==> src/rtl/serial_comparator.sv <==
// Bit-serial unsigned magnitude comparator: one bit per clock, MSB first, over WIDTH cycles.
// Produces a registered one-hot gt/eq/ls result with a single-cycle done pulse.
module serial_comparator #(
   parameter int WIDTH = 4
) (
   input  logic             clk,
   input  logic             rst,
   input  logic             start,
   input  logic [WIDTH-1:0] a,
   input  logic [WIDTH-1:0] b,
   output logic             busy,
   output logic             done,
   output logic             a_gt_b,
   output logic             a_eq_b,
   output logic             a_ls_b
);

   localparam int CNT_W = $clog2(WIDTH);

   typedef enum logic {
      IDLE  = 1'b0,
      SHIFT = 1'b1
   } state_t;

   state_t state, state_nxt;

   logic [WIDTH-1:0] sa, sb;
   logic [CNT_W-1:0] cnt;
   logic             dec;
   logic             gt_f, ls_f;

   logic             load, last;
   logic             differ;
   logic             gt_nxt, ls_nxt;

   always_ff @(posedge clk) begin
      if (rst) state <= IDLE;
      else     state <= state_nxt;
   end

   always_comb begin
      state_nxt = state;
      load      = 1'b0;
      last      = 1'b0;
      case (state)
         IDLE: begin
            if (start) begin
               load      = 1'b1;
               state_nxt = SHIFT;
            end
         end
         SHIFT: begin
            if (cnt == '0) begin
               last      = 1'b1;
               state_nxt = IDLE;
            end
         end
         default: state_nxt = IDLE;
      endcase
   end

   // The first differing bit pair (from the MSB) decides; once decided, flags are frozen.
   assign differ = ~dec & (sa[WIDTH-1] ^ sb[WIDTH-1]);
   assign gt_nxt = differ ? sa[WIDTH-1] : gt_f;
   assign ls_nxt = differ ? sb[WIDTH-1] : ls_f;

   always_ff @(posedge clk) begin
      if (rst) begin
         sa     <= '0;
         sb     <= '0;
         cnt    <= '0;
         dec    <= 1'b0;
         gt_f   <= 1'b0;
         ls_f   <= 1'b0;
         done   <= 1'b0;
         a_gt_b <= 1'b0;
         a_eq_b <= 1'b0;
         a_ls_b <= 1'b0;
      end else begin
         done <= 1'b0;
         if (load) begin
            sa   <= a;
            sb   <= b;
            cnt  <= CNT_W'(WIDTH - 1);
            dec  <= 1'b0;
            gt_f <= 1'b0;
            ls_f <= 1'b0;
         end else if (state == SHIFT) begin
            sa   <= {sa[WIDTH-2:0], 1'b0};
            sb   <= {sb[WIDTH-2:0], 1'b0};
            cnt  <= cnt - CNT_W'(1);
            dec  <= dec | differ;
            gt_f <= gt_nxt;
            ls_f <= ls_nxt;
            // Last bit's contribution is folded in via gt_nxt/ls_nxt.
            if (last) begin
               a_gt_b <= gt_nxt;
               a_ls_b <= ls_nxt;
               a_eq_b <= ~(gt_nxt | ls_nxt);
               done   <= 1'b1;
            end
         end
      end
   end

   assign busy = (state == SHIFT);

endmodule

==> config.mk <==
export PLATFORM = sky130hd
export DESIGN_NAME = serial_comparator
export DESIGN_NICKNAME = d
export VERILOG_FILES = /design/src/rtl/serial_comparator.sv
export SDC_FILE = /design/constraint.sdc
export NUM_CORES = 1
export LEC_CHECK = 0
export ABC_AREA = 1
export CAP_MARGIN = 20
export CORE_UTILIZATION = 48
export DETAILED_ROUTE_END_ITERATION = 16
export PLACE_DENSITY = 0.78
export SYNTH_ARGS = -nofsm -noshare
export SYNTH_HDL_FRONTEND = slang
export SYNTH_SLANG_ARGS = --single-unit
==> constraint.sdc <==
create_clock -name clk -period 1.32 [get_ports clk]
set_input_delay 0.198 -clock clk [delete_from_list [all_inputs] [get_ports clk]]
set_output_delay 0.198 -clock clk [all_outputs]
set_load 0.1 [all_outputs]
Yosys cells after proc, flatten, opt, wreduce, memory -nomap -nowiden. Cells that the tools add are included.

Register bits: 18. Input bits: 11. Output and inout port bits: 5.

Add/subtract/negate cells: 1. Mux-type cells: 15. Bitwise gates (word level): 8. Reduce and logical (&&, ||, !) cells: 5.

Operator list (number): $mux W4 (4); $mux W1 (8); $mux W2 (2); $not A1 Y1 (4); $reduce_and A3 Y1 (1); $reduce_or A3 Y1 (1); $logic_not A2 Y1 (1); $or A1 B1 Y1 (2); $pmux W1 S2 (1); $reduce_bool A2 Y1 (1); $reduce_or A2 Y1 (1); $sub A2 B1 Y2 const B (1); $and A1 B1 Y1 (1); $xor A1 B1 Y1 (1).

Logic depth before layout (Yosys ltp). Gate-level depths: netlist of run 1.

Depth in word-level cells: 5. Mapped depth: 8. Depth with buffers taken out: 8.

Worst setup path before layout of run 1. OpenSTA, ideal clock, no wires.

Path type: register to register. Start: register state (netlist: busy). End: register sa[3]. Setup time: 0.113 ns. Arrival time: 1.567 ns. Path slack: -0.360 ns. Cell stages (with the launch flop): 6. Path buffers: 0. Path through: dfxtp_1 -> nor2_2 -> nand2_1 -> o21ai_1 -> o21ai_1 -> inv_1.

Word-level cells in the longest chain between the ends: 2.

Ends and longest elaborated chain: from (decl) (RTL line 25) `state_t state, state_nxt;`; from (signal assigned) (RTL line 38) `else state <= state_nxt;`; $mux W1 (RTL line 45) `case (state)`; $mux W4 or $reduce_bool A2 Y1 (tied branches); to (signal assigned) (RTL line 89) `sa <= {sa[WIDTH-2:0], 1'b0};`; to (decl) (RTL line 27) `logic [WIDTH-1:0] sa, sb;`.

Parallel ways exist; a longest one is shown, timed or not. A chain may end at the register's enable or synchronous reset.

Final worst setup path of run 1.
Start: register state (netlist: busy). End: output port busy.

RTL lines: to (decl) (RTL line 11) `output logic busy,`.

No word-level cell between the ends.

==> summary.txt, run 1 <==
status -> finished clean
# rows -> 14
post-synthesis sequential area ratio -> 46.5%
Leakage -> 0.515 nW
IO Port Bufs -> 15
RSZ-0062 raised after global routing -> no
most common cell after layout, fill and taps aside -> nand2_1
worst rel slew slack -> 85.9%
Layout area overhead -> 38.3%
worst skew pair latency -> 290 ps
YS warnings -> 0
R2R setup slack -> 170 ps
CP peak stage delay -> 430 ps
Slew Limit Fails -> 0
post-cts resize count -> 0
Worst Setup Path Type -> register to output port
Overall Global Routing Usage -> 19.7%
TritonCTS clock tree -> built
wirelength, routed -> 1410 um
Crit Path Max Fanout -> 9
vias -> 729
clock sinks -> 18
postcts setup bufs -> 0
crit path time final -> 1280 ps
grt ovf -> 0
Max Clock Freq -> 0.783 GHz
Antenna Cells -> 0
Clock Path Buffers -> 2
crit-path cells -> buf_4, buf_12
PD cells -> 1080 nW/um2
dpl hpwl -> 1130 um
die width -> 42.2 um
worst clock skew -> 4.75 ps
DP Area -> 1050 um2
initial antenna violation count -> 0
Max stage delay cell, worst path -> dfxtp_2
I/O pin cnt -> 16
largest net degree at the start of global routing -> 10
WP data required -> 1120 ps
Detailed Route Iter0 Violations -> 7
H-Tree Depth -> 1
mapped cell area -> 774 um2
DRC -> 0
drt first pass iters -> 4
Final nets -> 147
syn_nets -> 120
CP delay by family, top -> flip-flops
die area -> 1780 um2
critical path endpoint category -> output port
layout cells sized above 1 -> 18.8%
Final Instance Area -> 1070 um2
wire per inst -> 9.48 um
final antenna-violating net count -> 0
Via-to-Cell Ratio -> 4.89
Initial Util -> 51.4%
clk slew on worst S/H paths -> 90 ps
placed insts -> 146
Hold Violations, Final -> 0
Hold Path Class -> primary input to register
CTS root buf -> clkbuf_4
Post-Syn Instances -> 108
total CTS buffers -> 3
number of synthesized register bits -> 18
worst slew pin tran -> 210 ps
CP bufs+invs -> 2
DIE HEIGHT -> 42.2 um
Netlist cell types -> 19
final std cells w/o fill -> 149
Setup Viol. Count Final -> 0
crit path DAT -> 1080 ps
commonest cells after routing, fill and taps aside -> nand2_1 (36), inv_1 (18), dfxtp_1 (17)
Mapped Avg Cell Area -> 7.17 um2
core area -> 1510 um2
# Max-Cap Violations -> 0
gpl congestion -> 0.819
first-pass GRT wire length -> 2580 um
vias in the first global route -> 643
Peak VDD IR -> 0.912 mV
Final TNS setup -> 0 ps
# hold bufs at CTS -> 0
Critical Path Source Type -> register
Final period util -> 96.7%
path summary, 6_finish.rpt:
| check | startpoint | endpoint | depth (start not counted) |
|---|---|---|---|
| max | busy | busy | 2 |
| min reg2reg | sb[0] | sb[0] | 2 |
| min | a[0] | sa[0] | 3 |
| max reg2reg | busy | sb[3] | 6 |
cell families (layout without fill, tap and decap cells):
group,after synthesis,after routing,synth area share [%]
simple gates,49,49,26.8
buf+inv,22,47,11.1
compound gates,18,18,13.9
flops,18,18,46.5
fa+ha+maj,1,1,1.62
cell type report:
cell class                 count  area (um2)
clock buffer                   3        22.5
tap                           16        20.0
timing repair buffer          23         260
fill                         127         435
multi-input combinational     68         328
inverter                      21        78.8
sequential                    18         362
state kept, by name, summed over array words and instances, names as in the netlist:
register	flops
a_gt_b	1
a_eq_b	1
sa	4
dec	1
busy	1
a_ls_b	1
gt_f	1
ls_f	1
sb	4
done	1
cnt	2
tightest hold or removal path: cells and delay by family:
kind                   cells  cell delay [ps]
AOI/OAI and AO/OA          1               50
and+or+nand+nor            1               60
buffers and inverters      1              390
Yosys cell counts:
master    count  area (um2)
buf_4         1        7.51
nand3_1       7        35.0
a21oi_2       1        8.76
o21bai_1      1        7.51
nor2_2        2        12.5
ha_1          1        12.5
dfxtp_1      18         360
a22oi_1       1        7.51
nand2_1      36         135
inv_2         3        11.3
nand2_2       1        6.26
o211ai_1      2        15.0
o21ai_1       5        25.0
o21ai_0       1        5.00
a221oi_1      1        8.76
a21oi_1       6        30.0
nor2_1        2        7.51
nor2_4        1        11.3
inv_1        18        67.6
layer usage:
metal	wire, um	track usage, %
met3	63	6.47
met1	633	21.8
met4	42	13.1
met2	674	31.7
met5	0	0
through the flow:
step	worst slack, ps	util [%]	power (mW)	hold WS, ps
after floorplan	45.2	-	0.788	267
after global placement	1.01	69.6	0.903	452
after detailed placement	-37.9	69.6	0.909	463
after CTS	40.5	71.1	1.18	438
after global routing	0.431	71.1	1.23	474
final	43.7	71.1	1.16	452
power breakdown:
part / internal, mW / total (mW) / leakage [nW] / switching [mW]
clock network: 0.106 / 0.264 / 0.0138 / 0.158
logic: 0.125 / 0.293 / 0.353 / 0.167
registers: 0.579 / 0.603 / 0.148 / 0.0243
(Power assumes the default switching activity.)
==> run 2, diff against run 1 <==
- CORE_UTILIZATION: 48 -> 51
- CTS_BUF_LIST: not set -> sky130_fd_sc_hd__clkbuf_2 sky130_fd_sc_hd__clkbuf_4 sky130_fd_sc_hd__clkbuf_8
- PLACE_DENSITY: 0.78 -> 0.82
==> run 2 against run 1 <==
Worst setup slack better by 36 ps. Die area shrank 5.6%. Clock power grew 28%. Maximum frequency up 2.9%. Global-route usage is 0.88 points higher. Final area up 1.2%. Largest power group unchanged.
==> summary.txt, run 2 (synthesis results as in run 1) <==
Overall Global Routing Usage -> 20.5%
crit path DAT -> 1040 ps
Slew Limit Fails -> 0
Max stage delay cell, worst path -> dfxtp_2
worst skew pair latency -> 290 ps
IO Port Bufs -> 15
sw frac -> 29.4%
drt first pass iters -> 4
Setup Viol. Count Final -> 0
Pint -> 0.874 mW
RSZ-0062 raised after global routing -> no
Clock Path Buffers -> 2
Hold Violations, Final -> 0
Critical Path Source Type -> register
largest net degree at the start of global routing -> 11
status -> finished clean
clock sinks -> 18
total CTS buffers -> 3
crit path time final -> 1240 ps
Via-to-Cell Ratio -> 4.72
Antenna Cells -> 0
initial antenna violation count -> 0
DRC -> 0
worst clock skew -> 4.52 ps
Hold Path Class -> primary input to register
Leakage -> 0.522 nW
final antenna-violating net count -> 0
first-pass GRT wire length -> 2180 um
Setup WS post-layout -> 80.0 ps
clock share of power -> 27.3%
gpl congestion -> 0.718
TritonCTS clock tree -> built
worst rel slew slack -> 85.4%
I/O pin cnt -> 16
wirelength, routed -> 1470 um
critical path endpoint category -> output port
H-Tree Depth -> 1
post-cts resize count -> 0
core area -> 1350 um2
PD cells -> 1140 nW/um2
vias in the first global route -> 549
Final period util -> 93.9%
DIE HEIGHT -> 41.0 um
Peak VDD IR -> 0.829 mV
crit-path cells -> buf_4, buf_12
Final nets -> 147
layout cells sized above 1 -> 19.4%
# rows -> 13
Comb pwr share -> 24.0%
Placement Setup Slack -> 8.36 ps
clk slew on worst S/H paths -> 100 ps
dpl hpwl -> 1150 um
# hold bufs at CTS -> 0
Max Clock Freq -> 0.806 GHz
# Max-Cap Violations -> 0
Top Registers -> sa (4), sb (4), cnt (2)
die width -> 41.0 um
CP bufs+invs -> 2
Final TNS setup -> 0 ps
vias -> 703
Layout area overhead -> 39.9%
sequential power share -> 48.7%
die area -> 1680 um2
Worst Setup Path Type -> register to output port
Crit Path Max Fanout -> 6
grt ovf -> 0
CP delay by family, top -> flip-flops
WP data required -> 1120 ps
switching power -> 0.364 mW
worst slew pin tran -> 219 ps
CTS root buf -> clkbuf_4
wire per inst -> 9.85 um
Detailed Route Iter0 Violations -> 11
most common cell after layout, fill and taps aside -> nand2_1
postcts setup bufs -> 0
commonest cells after routing, fill and taps aside -> nand2_1 (36), inv_1 (18), dfxtp_1 (17)
CP peak stage delay -> 420 ps
Initial Util -> 57.4%
[run 2: changes by cell type in the layout (fill, tap and decap cells not counted), sizes merged]
cell	before	now
clkbuf	3	4
[run 2: final timing paths]
check | start | to | slack, ps | depth (start not counted)
setup / recovery | busy | busy | 80 | 2
hold / removal | b[0] | sb[0] | 450 | 3
setup reg to reg | busy | sb[1] | 220 | 6
hold reg to reg | sa[0] | sa[0] | 460 | 2
[run 2: tightest hold or removal path, delay by kind of cell]
family	cells	cell delay, ps
buffers and inverters	1	400
and+or+nand+nor	1	70
AOI/OAI and AO/OA	1	50
[run 2: power groups by stage]
stage,registers (mW),clock network [mW],logic (mW)
2_1_floorplan,0.673,0,0.115
3_3_place_gp,0.614,0,0.292
3_5_place_dp,0.615,0,0.297
4_1_cts,0.603,0.345,0.299
5_1_grt,0.607,0.366,0.325
6_report,0.602,0.338,0.297
[run 2: through the flow]
stage / cell area (um2) / power (mW) / hold slack (ps) / util [%] / cells
floorplan: 776 / 0.788 / 267 / - / 108
global placement: 1050 / 0.906 / 447 / 77.6 / 145
detailed placement: 1050 / 0.912 / 452 / 77.6 / 145
CTS: 1080 / 1.25 / 445 / 80.3 / 149
global route: 1080 / 1.30 / 461 / 80.3 / 149
finish: 1080 / 1.24 / 451 / 80.3 / 149
[run 2: metal layers]
metal | part of all wire, % | wire length (um) | global-route usage (%)
met1 | 48 | 711 | 25.2
met2 | 47 | 696 | 33.2
met3 | 2.5 | 36 | 3.26
met4 | 1.7 | 25 | 12.5
met5 | 0 | 0 | 0
[run 2: final cells by class]
cell class / instances / area [um2]
Tap cell: 15 / 18.8
Fill cell: 94 / 267
Inverter: 21 / 78.8
Sequential cell: 18 / 362
Clock buffer: 4 / 36.3
Timing Repair Buffer: 23 / 260
Multi-Input combinational cell: 68 / 328
==> run 3, diff against run 2 <==
- RECOVER_POWER: not set -> 25
==> run 3 against run 2 <==
Sequential cell count did not move. Sequential power barely moved. Sequential share of layout area did not move. Core utilization did not move. Global-route usage did not move. Die area did not move. Register-to-register slack barely moved. First-iteration DRC count fell by 18%. Non-clock buffer count did not move. Highest routed layer unchanged.
==> summary.txt, run 3 (synthesis results as in run 1) <==
most common cell after layout, fill and taps aside -> nand2_1
Detailed Route Iter0 Violations -> 9
Final TNS setup -> 0 ps
DRC -> 0
Leakage -> 0.522 nW
TritonCTS clock tree -> built
r2r startpoint -> busy
PD cells -> 1140 nW/um2
worst skew pair latency -> 290 ps
I/O pin cnt -> 16
vias in the first global route -> 549
wirelength, routed -> 1470 um
# hold bufs at CTS -> 0
crit path time final -> 1240 ps
drt first pass iters -> 4
die area -> 1680 um2
largest net degree at the start of global routing -> 11
core area -> 1350 um2
worst slew pin tran -> 266 ps
Via-to-Cell Ratio -> 4.72
Initial Util -> 57.4%
die width -> 41.0 um
Hold Path Class -> primary input to register
WP data required -> 1120 ps
Top Registers -> sa (4), sb (4), cnt (2)
WHS Endpoint -> sb[0]
RR Endpoint -> sb[1]
Hold Violations, Final -> 0
clock sinks -> 18
Setup Viol. Count Final -> 0
met1 usage -> 25.2%
layout cells sized above 1 -> 19.4%
DIE HEIGHT -> 41.0 um
Final nets -> 147
gpl congestion -> 0.718
Overall Global Routing Usage -> 20.5%
hold path cells -> 3
IO Port Bufs -> 15
vias -> 704
Peak VDD IR -> 0.827 mV
first-pass GRT wire length -> 2180 um
commonest cells after routing, fill and taps aside -> nand2_1 (36), inv_1 (18), dfxtp_1 (17)
hold_sp -> b[0]
Layout area overhead -> 39.9%
wire per inst -> 9.85 um
R2R setup slack -> 220 ps
postcts setup bufs -> 0
crit path DAT -> 1040 ps
Slew Limit Fails -> 0
Clock Path Buffers -> 2
status -> finished clean
fin util -> 80.3%
Crit Path Max Fanout -> 6
Final period util -> 93.7%
clk slew on worst S/H paths -> 100 ps
Max Clock Freq -> 0.809 GHz
initial antenna violation count -> 0
Antenna Cells -> 0
total CTS buffers -> 3
# Max-Cap Violations -> 0
H-Tree Depth -> 1
# rows -> 13
final antenna-violating net count -> 0
M3 GR Usage -> 3.26%
Critical Path Source Type -> register
GR Util met2 -> 33.2%
worst clock skew -> 4.59 ps
critical path endpoint category -> output port
Top Usage Layer GRT -> met2
CTS root buf -> clkbuf_4
post-cts resize count -> 0
worst-case reg-to-reg path depth -> 6
dpl hpwl -> 1150 um
RSZ-0062 raised after global routing -> no
worst rel slew slack -> 82.1%
Worst Setup Path Type -> register to output port
grt ovf -> 0
-- run 3: per-layer routing --
| metal | part of all wire [%] | vias up |
|---|---|---|
| met5 | 0 | - |
| met2 | 47 | 14 |
| met3 | 2.5 | 4 |
| li1 | - | 388 |
| met4 | 1.7 | 0 |
| met1 | 48 | 298 |
-- run 3: stage by stage --
step / hold WS, ps / instances / power, mW / instance area [um2] / setup WS (ps)
after floorplan: 267 / 108 / 0.788 / 776 / 45.2
after global placement: 447 / 145 / 0.906 / 1050 / 12.7
after detailed placement: 452 / 145 / 0.912 / 1050 / 8.36
after CTS: 445 / 149 / 1.25 / 1080 / 70.6
after global routing: 461 / 149 / 1.30 / 1080 / 29.1
final: 451 / 149 / 1.24 / 1080 / 83.2
-- run 3: layout make-up --
cell class / instances / area, um2
flip-flops and latches: 18 / 362
multi-input cells: 68 / 328
fillers: 94 / 267
well taps: 15 / 18.8
clock buffers: 4 / 36.3
repair buffers: 23 / 260
inverters: 21 / 78.8
-- run 3: how the worst max path moves through the flow --
| stage | end | start | cells after the start |
|---|---|---|---|
| final | busy | busy | 2 |
| after global routing | busy | busy | 2 |
| after CTS | busy | busy | 2 |
| after detailed placement | sa[3] | start | 8 |
| after global placement | sa[2] | start | 8 |
| after floorplan | sa[3] | busy | 5 |
-- run 3: power breakdown --
group	internal (mW)	switching, mW	total (mW)	leakage (nW)
clock network	0.168	0.170	0.338	0.0210
logic	0.126	0.171	0.296	0.354
registers	0.579	0.0231	0.602	0.148
-- run 3: critical path, cell delays in order, from the launching register on --
cell     delay, ps
dfxtp_2        420
buf_4          160
buf_12         170
==> patch 1 (flow settings as in run 2) <==
`WIDTH`: 4 -> 8.
--- a/src/rtl/serial_comparator.sv
+++ b/src/rtl/serial_comparator.sv
@@ -1,7 +1,7 @@
 // Bit-serial unsigned magnitude comparator: one bit per clock, MSB first, over WIDTH cycles.
 // Produces a registered one-hot gt/eq/ls result with a single-cycle done pulse.
 module serial_comparator #(
-   parameter int WIDTH = 4
+   parameter int WIDTH = 8
 ) (
    input  logic             clk,
    input  logic             rst,
Interface: changed (resized a and b); port bits go from 16 to 24. The function was not compared with the original's and may differ.
==> patch 1 against run 2 <==
Design area increased by 50%. Wire length increased by 74%. Sequential share of layout area increased by 0.090 points. Sequential cell count increased by 9. Synthesized cell count increased by 65%. Sequential power increased by 52%. Power increased by 36%. Setup slack got worse by 8.1 ps. Core utilization decreased by 7.4 points. Non-clock buffer count increased by 9. Die area increased by 54%. Area after synthesis increased by 57%.
==> patch 1: results (changes against run 2) <==
* Status: finished, final reports clean
* RR Startpoint: cnt[0]
* Seq. pwr at 0.917 mW (+52%)
* Multi-input combinational area share at 0.323 (+0.0205)
* Slew Limit Headroom at 0.845 (-0.00880)
* P_int at 1.17 mW (+34%)
* Count of multi-input combinational gates at 115 (+69%)
* Top flop regs: sa x8, sb x8, cnt x3
* Placed Area at 1600 um2 (+53%)
* Buffers on Ports at 23 (+8)
* Clock net power at 0.360 mW (+6.5%)
* Multi-input gate area at 526 um2 (+60%)
* Synth Area in Compound Gates at 0.0751 (-0.0638)
* Clock Buffer Count at 3 (-1)
* Proportion of layout cells with a drive suffix above 1 at 0.106 (-0.0877)
* Sequential area share after synthesis at 0.444 (-0.0208)
* Number of fillers in the final layout at 195 (+110%)
* RD Place Congestion at 0.799 (+11%)
* Clock transition at the registers of the reported paths at 140 ps (+40 ps)
* Pre-CTS setup slack at -55.6 ps (-64.0 ps)
* Final nets at 229 (+56%)
* Hold_sp: a[0]
* Total GRT Usage at 0.219 (+0.0132)
* DRT iter0 DRCs at 31 (+20)
* Non-clock buffer count at 32 (+39%)
## patch 1: cell types whose count changed after synthesis, sizes merged, moves of 2 or more
cell / run 2 / this run
dfxtp: 18 / 27
o21ai: 6 / 4
inv: 21 / 29
nor2: 5 / 3
nand3: 7 / 22
buf: 1 / 6
nand2: 37 / 71
## patch 1: through the flow
| stage | utilization | instances |
|---|---|---|
| global placement | 0.716 | 231 |
| detailed placement | 0.716 | 231 |
| floorplan | - | 178 |
| finish | 0.728 | 235 |
| CTS | 0.728 | 235 |
| global route | 0.728 | 235 |
## patch 1: path summary, 6_finish.rpt
path / to / slack (ps) / cells after the start
worst max-delay path: busy / 70 / 1
worst min-delay path: sa[0] / 420 / 3
worst max register to register: a_eq_b / 160 / 6
worst min register to register: sb[0] / 490 / 2
## patch 1: layer usage
metal  track usage  part of all wire  up-vias
met4        0.0833            0.0074        0
met3        0.0357             0.040        4
met1         0.249              0.44      534
met2         0.404              0.51       35
met5             0                 0        -
li1              -                 -      604
==> patch 2 (config.mk and constraints of run 2) <==
Without the edit above. Register the output `a_gt_b` once more, cleared by the reset; this adds one clock of latency there. The other outputs are not delayed to match.
--- a/src/rtl/serial_comparator.sv
+++ b/src/rtl/serial_comparator.sv
@@ -21,6 +21,8 @@
       IDLE  = 1'b0,
       SHIFT = 1'b1
    } state_t;
+
+   logic a_gt_b_s0;
 
    state_t state, state_nxt;
 
@@ -73,7 +75,7 @@
          gt_f   <= 1'b0;
          ls_f   <= 1'b0;
          done   <= 1'b0;
-         a_gt_b <= 1'b0;
+         a_gt_b_s0 <= 1'b0;
          a_eq_b <= 1'b0;
          a_ls_b <= 1'b0;
       end else begin
@@ -94,7 +96,7 @@
             ls_f <= ls_nxt;
             // Last bit's contribution is folded in via gt_nxt/ls_nxt.
             if (last) begin
-               a_gt_b <= gt_nxt;
+               a_gt_b_s0 <= gt_nxt;
                a_ls_b <= ls_nxt;
                a_eq_b <= ~(gt_nxt | ls_nxt);
                done   <= 1'b1;
@@ -105,5 +107,13 @@
 
    assign busy = (state == SHIFT);
 
+   always_ff @(posedge clk) begin
+      if (rst) begin
+         a_gt_b <= '0;
+      end else begin
+         a_gt_b <= a_gt_b_s0;
+      end
+   end
+
 endmodule
 
Function: changed (Yosys sat finds a counterexample within 10 cycles, from zero or initial values and one cycle with rst high).
==> patch 2 against run 2 <==
Core utilization is 7.8 points lower. Non-clock buffer count is 4 lower. Sequential power is 6.1% higher. Power is 0.30% lower. Design area is 0.46% lower. Die area is 4.8% higher. Sequential cell count is 1 higher. Largest cell class unchanged. Setup slack worse by 16 ps. Highest routed layer unchanged. Wire length is 6.9% higher. Combinational power is 8.1% lower. Area after synthesis is 5.0% higher. Critical path depth is 1 lower.
==> patch 2: results (changes against run 2) <==
* Largest net degree at the start of global routing at 13 (+2)
* WHS Endpoint: a_gt_b
* CTS Buf Count at 3 (unchanged)
* Placed Area at 1050 um2 (+0.12%)
* M3 GR Usage at 0.0391 (+0.00652)
* Met3 Wirelength at 62 um (+72%)
* GRT met2 Usage at 0.366 (+0.0336)
* Worst VDD drop at 0.690 mV (-17%)
* Routed met1 length at 681 um (-4.2%)
* Hold depth at 2 (-1)
* R2R cell count at 3 (-3)
* Met1 usage at 0.252 (+0.000422)
* Comb power frac at 0.221 (-0.019)
* Reg-to-reg slack, setup at 170 ps (-50 ps)
* Worst reg2reg endpoint: gt_f
* Synth top area cells: dfxtp_1, nand2_1, inv_1
* DP HPWL at 1220 um (+6.5%)
* First-pass detailed-route iteration total at 4 (unchanged)
* RD Place Congestion at 0.758 (+5.6%)
* Total GRT Usage at 0.220 (+0.0145)
* Placed insts at 143 (-1.4%)
* Met2 wire length at 780 um (+12%)
* Crit-path leading delay family: flip-flops
* Clk pwr share at 0.261 (-0.012)
* Synthesized instance count at 110 (+1.9%)
* Clock Latency Late Sink at 310 ps (+20 ps)
* CP max stage delay at 530 ps (+110 ps)
* Pwr Density at 1140 nW/um2 (+0.17%)
* Crit-path max FO at 12 (+6)
* Pre-CTS setup slack at -164 ps (-173 ps)
* WHS at 431 ps (-20.8 ps)
* P_int at 0.861 mW (-1.5%)
* Layout Skew at 10.6 ps (+6.04 ps)
* Top flop regs: sa x4, sb x4, cnt x2
* Wire per inst at 10.7 um (+8.3%)
* Proportion of layout cells with a drive suffix above 1 at 0.160 (-0.0337)
* Sequential area share after synthesis at 0.468 (+0.00243)
* First-pass GRT wire length at 2830 um (+30%)
* Vias at 742 (+5.5%)
* PostCTS Resize Cnt at 0 (unchanged)
* Hold Crit Class: reg -> reg
* Slew Limit Headroom at 0.746 (-0.108)
* Distinct cells, synth at 20 (+1)
* Critical Path AT at 1060 ps (+20 ps)
* H-Tree Depth at 1 (unchanged)
* Crit share post-route at 0.951 (+0.0120)
* DRT iter0 DRCs at 9 (-2)
* Pleak at 0.504 nW (-3.5%)
* Syn Std Cell Area at 813 um2 (+5.0%)
* Final Non-Filler Cells at 147 (-1.3%)
* Commonest cells in the netlist: nand2_1, inv_1, dfxtp_1
* Hold_sp: a_gt_b_s0
* Vias in the first global route at 680 (+24%)
* Status: finished, final reports clean
* Post-synth net total at 122 (+1.7%)
* Number of post-CTS setup repair buffers at 0 (unchanged)
patch 2: cell count changes in the layout (fill, tap and decap cells not counted), moves of 2 or more:
cell and delta:
nor2_1 +2, buf_4 -4, inv_1 +2, nand2_1 -6
o21ai_0 +6, o21ai_1 -5
patch 2: kinds of logic (layout without fill, tap and decap cells):
kind of cell / after synthesis / count (layout) / synth area share
AOI/OAI and AO/OA: 20 / 20 / 0.146
buffers and inverters: 24 / 45 / 0.122
DFF: 19 / 19 / 0.468
and+or+nand+nor: 46 / 46 / 0.249
adders and majority gates: 1 / 1 / 0.0154
patch 2: area by class of cell:
cell class	count	area, um2
Multi-Input combinational cell	67	334
Tap cell	16	20.0
Sequential cell	19	382
Clock buffer	4	30.0
Inverter	22	82.6
Fill cell	130	410
Timing Repair Buffer	19	230
